### src/rtl/blinds_ctrl_if.sv
// blinds_ctrl_if -- bundles the sensor/button/enable inputs and the per-channel
// motor outputs of blinds_ctrl.
//   intensity  N*IW  channel c at [c*IW +: IW]
//   button     N     per-channel close override
//   enable     1     global motor enable
//   pos        2*N   channel c position at [2c +: 2]
//   moving     N     channel stepping and enabled
//   dir        N     1 = closing, 0 = opening
//   arrive     N     one-cycle pulse on reaching target
// master drives the inputs (sensor side), slave is the controller.
interface blinds_ctrl_if #(
    parameter int N  = 2,
    parameter int IW = 4
);
    logic [N*IW-1:0] intensity;
    logic [N-1:0]    button;
    logic            enable;
    logic [2*N-1:0]  pos;
    logic [N-1:0]    moving;
    logic [N-1:0]    dir;
    logic [N-1:0]    arrive;

    modport master (output intensity, button, enable,
                    input  pos, moving, dir, arrive);
    modport slave  (input  intensity, button, enable,
                    output pos, moving, dir, arrive);
endinterface

### src/rtl/blinds_ctrl.sv
// blinds_ctrl -- N-channel automatic blinds controller.
// Each channel bands its light sample into a level 0..3, qualifies the band
// for STABLE cycles, lets a button force level 3, and steps the blind one
// level per STEP_CYCLES dwell toward that target.
// Ports:
//   clk  system clock, rising edge
//   rst  synchronous active-high reset
//   bus  blinds_ctrl_if.slave (intensity/button/enable in, pos/moving/dir/arrive out)

// One channel: band mapping, qualification and motor FSM.
module blinds_chan #(
    parameter int IW          = 4,
    parameter int T_HI        = 7,
    parameter int T_MID       = 5,
    parameter int T_LO        = 3,
    parameter int STABLE      = 4,
    parameter int STEP_CYCLES = 4
) (
    input  logic          clk,
    input  logic          rst,
    input  logic [IW-1:0] intensity_i,
    input  logic          button_i,
    input  logic          enable_i,
    output logic [1:0]    pos_o,
    output logic          moving_o,
    output logic          dir_o,
    output logic          arrive_o
);
    localparam int CNTW = $clog2(STABLE + 1);
    localparam int SW   = (STEP_CYCLES > 1) ? $clog2(STEP_CYCLES) : 1;
    localparam logic [IW-1:0]   TH_HI     = IW'(T_HI);
    localparam logic [IW-1:0]   TH_MID    = IW'(T_MID);
    localparam logic [IW-1:0]   TH_LO     = IW'(T_LO);
    localparam logic [CNTW-1:0] STABLE_C  = CNTW'(STABLE);
    localparam logic [SW-1:0]   STEP_LAST = SW'(STEP_CYCLES - 1);

    typedef enum logic {IDLE, MOVE} state_t;

    logic [1:0]      band;
    logic [1:0]      cand_q, cand_d, tgt_auto_q, tgt_auto_d, tgt;
    logic [CNTW-1:0] cnt_q, cnt_d;
    state_t          state_q, state_d;
    logic [1:0]      pos_q, pos_d, pos_step;
    logic [SW-1:0]   stp_q, stp_d;
    logic            dir_q, dir_d, arrive_q, arrive_d;

    always_comb begin
        if (intensity_i >= TH_HI)       band = 2'd0;
        else if (intensity_i >= TH_MID) band = 2'd1;
        else if (intensity_i >= TH_LO)  band = 2'd2;
        else                            band = 2'd3;
    end

    // Target latches off the next count so a band held STABLE consecutive
    // samples is adopted on the edge of its STABLE-th sample.
    always_comb begin
        cand_d = cand_q;
        cnt_d  = cnt_q;
        if (band != cand_q) begin
            cand_d = band;
            cnt_d  = CNTW'(1);
        end else if (cnt_q != STABLE_C) begin
            cnt_d  = cnt_q + CNTW'(1);
        end
        tgt_auto_d = (cnt_d == STABLE_C) ? cand_d : tgt_auto_q;
    end

    assign tgt      = button_i ? 2'd3 : tgt_auto_q;
    assign pos_step = dir_q ? pos_q + 2'd1 : pos_q - 2'd1;

    always_comb begin
        state_d  = state_q;
        pos_d    = pos_q;
        stp_d    = stp_q;
        dir_d    = dir_q;
        arrive_d = 1'b0;
        if (enable_i) begin
            case (state_q)
                IDLE: if (tgt != pos_q) begin
                    state_d = MOVE;
                    stp_d   = '0;
                    dir_d   = (tgt > pos_q);
                end
                MOVE: begin
                    if (tgt == pos_q) begin
                        // target moved back onto us: stop without arriving
                        state_d = IDLE;
                        stp_d   = '0;
                    end else if ((tgt > pos_q) != dir_q) begin
                        dir_d = ~dir_q;
                        stp_d = '0;
                    end else if (stp_q == STEP_LAST) begin
                        pos_d = pos_step;
                        stp_d = '0;
                        if (pos_step == tgt) begin
                            state_d  = IDLE;
                            arrive_d = 1'b1;
                        end
                    end else begin
                        stp_d = stp_q + SW'(1);
                    end
                end
                default: state_d = IDLE;
            endcase
        end
    end

    always_ff @(posedge clk) begin
        if (rst) begin
            cand_q     <= 2'd0;
            cnt_q      <= STABLE_C;
            tgt_auto_q <= 2'd0;
            state_q    <= IDLE;
            pos_q      <= 2'd0;
            stp_q      <= '0;
            dir_q      <= 1'b0;
            arrive_q   <= 1'b0;
        end else begin
            cand_q     <= cand_d;
            cnt_q      <= cnt_d;
            tgt_auto_q <= tgt_auto_d;
            state_q    <= state_d;
            pos_q      <= pos_d;
            stp_q      <= stp_d;
            dir_q      <= dir_d;
            arrive_q   <= arrive_d;
        end
    end

    assign pos_o    = pos_q;
    assign dir_o    = dir_q;
    assign arrive_o = arrive_q;
    assign moving_o = (state_q == MOVE) && enable_i;
endmodule

module blinds_ctrl #(
    parameter int N           = 2,
    parameter int IW          = 4,
    parameter int T_HI        = 7,
    parameter int T_MID       = 5,
    parameter int T_LO        = 3,
    parameter int STABLE      = 4,
    parameter int STEP_CYCLES = 4
) (
    input logic          clk,
    input logic          rst,
    blinds_ctrl_if.slave bus
);
    for (genvar c = 0; c < N; c++) begin : g_chan
        blinds_chan #(
            .IW(IW), .T_HI(T_HI), .T_MID(T_MID), .T_LO(T_LO),
            .STABLE(STABLE), .STEP_CYCLES(STEP_CYCLES)
        ) u_chan (
            .clk        (clk),
            .rst        (rst),
            .intensity_i(bus.intensity[c*IW +: IW]),
            .button_i   (bus.button[c]),
            .enable_i   (bus.enable),
            .pos_o      (bus.pos[2*c +: 2]),
            .moving_o   (bus.moving[c]),
            .dir_o      (bus.dir[c]),
            .arrive_o   (bus.arrive[c])
        );
    end
endmodule
### src/flat_wrapper.sv
// flat-port wrapper written by rule: the top's interface ports become plain ports
module blinds_ctrl_flat 
#(
    parameter int N           = 2,
    parameter int IW          = 4,
    parameter int T_HI        = 7,
    parameter int T_MID       = 5,
    parameter int T_LO        = 3,
    parameter int STABLE      = 4,
    parameter int STEP_CYCLES = 4
)
  (clk, rst, bus_intensity, bus_button, bus_enable, bus_pos, bus_moving, bus_dir, bus_arrive);
  blinds_ctrl_if #(.N(N), .IW(IW)) bus_i ();
  input logic clk;
  input logic rst;
  input wire logic [$bits(bus_i.intensity)-1:0] bus_intensity;
  input wire logic [$bits(bus_i.button)-1:0] bus_button;
  input wire logic [$bits(bus_i.enable)-1:0] bus_enable;
  output wire logic [$bits(bus_i.pos)-1:0] bus_pos;
  output wire logic [$bits(bus_i.moving)-1:0] bus_moving;
  output wire logic [$bits(bus_i.dir)-1:0] bus_dir;
  output wire logic [$bits(bus_i.arrive)-1:0] bus_arrive;
  assign bus_i.intensity = bus_intensity;
  assign bus_i.button = bus_button;
  assign bus_i.enable = bus_enable;
  assign bus_pos = bus_i.pos;
  assign bus_moving = bus_i.moving;
  assign bus_dir = bus_i.dir;
  assign bus_arrive = bus_i.arrive;
  blinds_ctrl #(.N(N), .IW(IW), .T_HI(T_HI), .T_MID(T_MID), .T_LO(T_LO), .STABLE(STABLE), .STEP_CYCLES(STEP_CYCLES)) u_core (.clk(clk), .rst(rst), .bus(bus_i));
endmodule
### config.mk
export PLATFORM = sky130hd
export DESIGN_NAME = blinds_ctrl_flat
export DESIGN_NICKNAME = d
export VERILOG_FILES = /design/src/rtl/blinds_ctrl_if.sv /design/src/rtl/blinds_ctrl.sv /design/src/flat_wrapper.sv
export SDC_FILE = /design/constraint.sdc
export NUM_CORES = 1
export LEC_CHECK = 0
export CORE_ASPECT_RATIO = 1.75
export CORE_UTILIZATION = 50
export CTS_BUF_LIST = sky130_fd_sc_hd__clkbuf_8 sky130_fd_sc_hd__clkbuf_16
export DETAILED_ROUTE_END_ITERATION = 6
export GPL_ROUTABILITY_DRIVEN = 0
export GPL_TIMING_DRIVEN = 1
export PLACE_DENSITY = 0.74
export SETUP_SLACK_MARGIN = 0.4
export SYNTH_ARGS = -nofsm -noshare
export SYNTH_HDL_FRONTEND = slang
export SYNTH_SLANG_ARGS = --single-unit
export TNS_END_PERCENT = 5
### constraint.sdc
create_clock -name clk -period 5.2 [get_ports clk]
set_input_delay 1.04 -clock clk [delete_from_list [all_inputs] [get_ports clk]]
set_output_delay 1.04 -clock clk [all_outputs]
set_load 0.03 [all_outputs]
==> metrics.md <==
| Metric | Value |
|---|---|
| Outcome | `complete, no violations` |
| Register area share after synthesis | `0.332` |
| Maximum root-to-sink buffer count | `2` |
| Highest-delay cell along the critical path | `clkdlybuf4s50_1` |
| Setup Slack @ Placement | `1670 ps` |
| Die area | `3620 um2` |
| Ratio of cells with drive above 1 in the final layout | `0.0585` |
| Post-synth EDFFs | `0` |
| DP Cell Count | `244` |
| Setup-failing EPs final | `0` |
| Gr busiest metal | `met2` |
| Peak VDD IR | `0.181 mV` |
| Crit end category | `output pin` |
| Slowest stage delay, CP | `660 ps` |
| CP Launch Point | `bus_enable` |
| Seq cells post-synth | `28` |
| Total clock sinks | `28` |
| Yosys top cell by area | `dfxtp_1` |
| IO Pins | `23` |
| Setup ws final | `1680 ps` |
| Critical-path cell list | `clkdlybuf4s50_1 > and2_1 > clkdlybuf4s50_1` |
| Die W | `45.9 um` |
| Worst Hold End | `u_core.g_chan[0].u_chan.stp_q[1]$_SDFFE_PP0P_` |
| Cell count after synthesis | `187` |
| Syn nets | `210` |
| Ys flop type | `dfxtp_1` |
| CTS Buf Count | `3` |
| R2R depth | `7` |
| Hold path depth | `2` |
| Avg Cell Area, Syn | `9.03 um2` |
| Part of the cycle the worst path needs | `0.677` |
| Async SR Flop Fraction | `0` |
| RR Startpoint | `u_core.g_chan[0].u_chan.tgt_auto_q[1]$_SDFFE_PP0N_` |
| Area Growth Syn to Fin | `16.4%` |
| Most frequent cells in the layout | `28 x dfxtp_1, 22 x clkdlybuf4s50_1, 14 x nand2_1, 12 x nor2_1, 11 x nor3_1` |
| Critical path launch point type | `input pin` |
| Row count | `27` |
| Detail Route Antenna Nets | `0` |
| Area fraction of the dominant cell type after synthesis | `0.332` |
| Nets@finish | `229` |
| Antenna diodes | `0` |
| CTS root buf | `clkbuf_8` |
| Final WL | `3.40 mm` |
| RSZ-0062 raised after global routing | `false` |
| Drt wl/cell | `13.7 um` |
| First-pass GRT wire length | `5.94 mm` |
| Commonest non-fill, non-tap cell in the layout | `dfxtp_1` |
| Worst-Margin Slew | `973 ps` |
| Initial core utilization | `0.532` |
| Initial DRC count | `28` |
| Post-CTS Repair Setup Buffers | `0` |
| Max Slew Vio Count | `0` |
| Vias in the first global route | `1448` |
| Met2 global-route usage | `0.373` |
| Final Hold Fails | `0` |
| R2R Setup Slk | `2890 ps` |
| CORE AREA | `3180 um2` |
| Start point of the worst hold path | `u_core.g_chan[0].u_chan.stp_q[1]$_SDFFE_PP0P_` |
| WP data arrival | `2480 ps` |
| H-Tree Depth | `1` |
| Routed vias | `1438` |
| CP Class | `in -> out` |
| Most area-consuming cells after synthesis | `dfxtp_1 33%, ha_1 7.4%, xnor2_1 5.2%` |
| Min-delay worst type | `reg -> reg` |
| CTS Hold Buffers Added | `0` |
| Non-filler instance count after layout | `248` |
| Dpl hpwl | `2.60 mm` |
| Pwr Total | `491 uW` |
| Count of max-cap constraint violations | `0` |
| Max Freq | `284 MHz` |
| Residual DRC | `0` |
| Skew final | `3.17 ps` |
| Setup tns final | `0 ps` |
| Syn. warnings | `0` |
| Util after Layout | `0.619` |
| Average via count per standard cell | `5.80` |
| Port-buffer cells | `22` |
| FILL cells | `306` |
| Largest net degree at the start of global routing | `28` |
| Drt pass-1 iters | `4` |
| Pleak | `0.000716 uW` |
| GRT Residual Overflow | `0` |
| Crit Path Max Fanout | `9` |
| Met3 Track Usage GR | `0.0250` |
| P per Cell Area | `250 nW/um2` |
| Post-synthesis cell area | `1690 um2` |
| Clock transition at path regs | `90 ps` |
| Relative slew margins | `0.350` |
| Antenna violations before repair | `0` |
| Clk_lat worst skew | `280 ps` |
| Netlist cell types | `39` |
| Die H | `78.9 um` |
| Fin crit period | `3520 ps` |
| Cts repair resizes | `0` |
| CTS tree | `built` |
| GRT Util Overall | `0.213` |
| Worst EP required | `4160 ps` |
| CP dominant cell by count | `clkdlybuf4s50_1` |
| M1 GR Usage | `0.229` |
| Endpoint of the worst register-to-register path | `u_core.g_chan[0].u_chan.stp_q[0]$_SDFFE_PP0P_` |
-- cell type report --
cell class	instances	area [um2]	share of cell area
Multi-Input combinational cell	142	1040	0.530
Clock buffer	4	55.1	0.0280
Inverter	9	33.8	0.0172
Sequential cell	28	561	0.285
Timing Repair Buffer	22	220	0.112
Tap cell	43	53.8	0.0274
-- cell usage after synthesis, types with 3 or more instances --
master / count
a2111oi_0: 3
a21oi_1: 5
a31oi_1: 3
and2_1: 4
buf_4: 6
dfxtp_1: 28
ha_1: 10
inv_1: 9
mux2_4: 4
nand2_1: 14
nand3b_1: 3
nand4bb_1: 6
nor2_1: 12
nor2b_1: 8
nor3_1: 11
o21a_1: 3
o21ai_0: 4
o21ai_1: 4
o31ai_1: 6
xnor2_1: 10
-- report_power, final --
group	internal, uW	switching, uW
sequential	226	13.0
combinational	56.5	57.4
clock	68.0	69.9
-- how the worst max path moves through the flow --
stage,to,slack [ps],cells after the start
after floorplan,u_core.g_chan[1].u_chan.stp_q[0]$_SDFFE_PP0P_,2410,7
after global placement,bus_moving[1],1700,3
after detailed placement,bus_moving[1],1670,3
after CTS,bus_moving[1],1660,3
after global routing,bus_moving[1],1610,3
final,bus_moving[1],1680,3
-- worst max-delay path, delay by kind of cell --
| family | cells | cell delay [ps] |
|---|---|---|
| buffers and inverters | 2 | 1270 |
| and+or+nand+nor | 1 | 170 |
-- stage by stage --
stage               instance area (um2)  hold slack (ps)
finish                             1960              456
global route                       1960              478
CTS                                1960              462
detailed placement                 1910              448
global placement                   1910              439
floorplan                          1690              431
-- sequential cells by signal (all words and copies together), names as in the netlist --
register                         cells
u_core.g_chan.u_chan.cnt_q           6
u_core.g_chan.u_chan.cand_q          4
u_core.g_chan.u_chan.pos_o           4
u_core.g_chan.u_chan.stp_q           4
u_core.g_chan.u_chan.tgt_auto_q      4
u_core.g_chan.u_chan.arrive_o        2
u_core.g_chan.u_chan.dir_o           2
u_core.g_chan.u_chan.state_q         2
-- routing by layer --
layer | part of all wire | vias to the layer above
li1 | - | 725
met1 | 0.40 | 690
met2 | 0.56 | 16
met3 | 0.013 | 7
met4 | 0.024 | 0
met5 | 0 | -
-- cells by family after synthesis --
| kind of cell | Yosys count | share of synthesized area |
|---|---|---|
| AND/OR/NAND/NOR | 80 | 0.295 |
| AO/OA/AOI/OAI | 36 | 0.148 |
| XOR/XNOR | 10 | 0.0519 |
| multiplexers | 6 | 0.0474 |
| flip-flops | 28 | 0.332 |
| adder cells (fa/ha/maj) | 10 | 0.0741 |
| buffers and inverters | 17 | 0.0511 |
(Power assumes the default switching activity.)
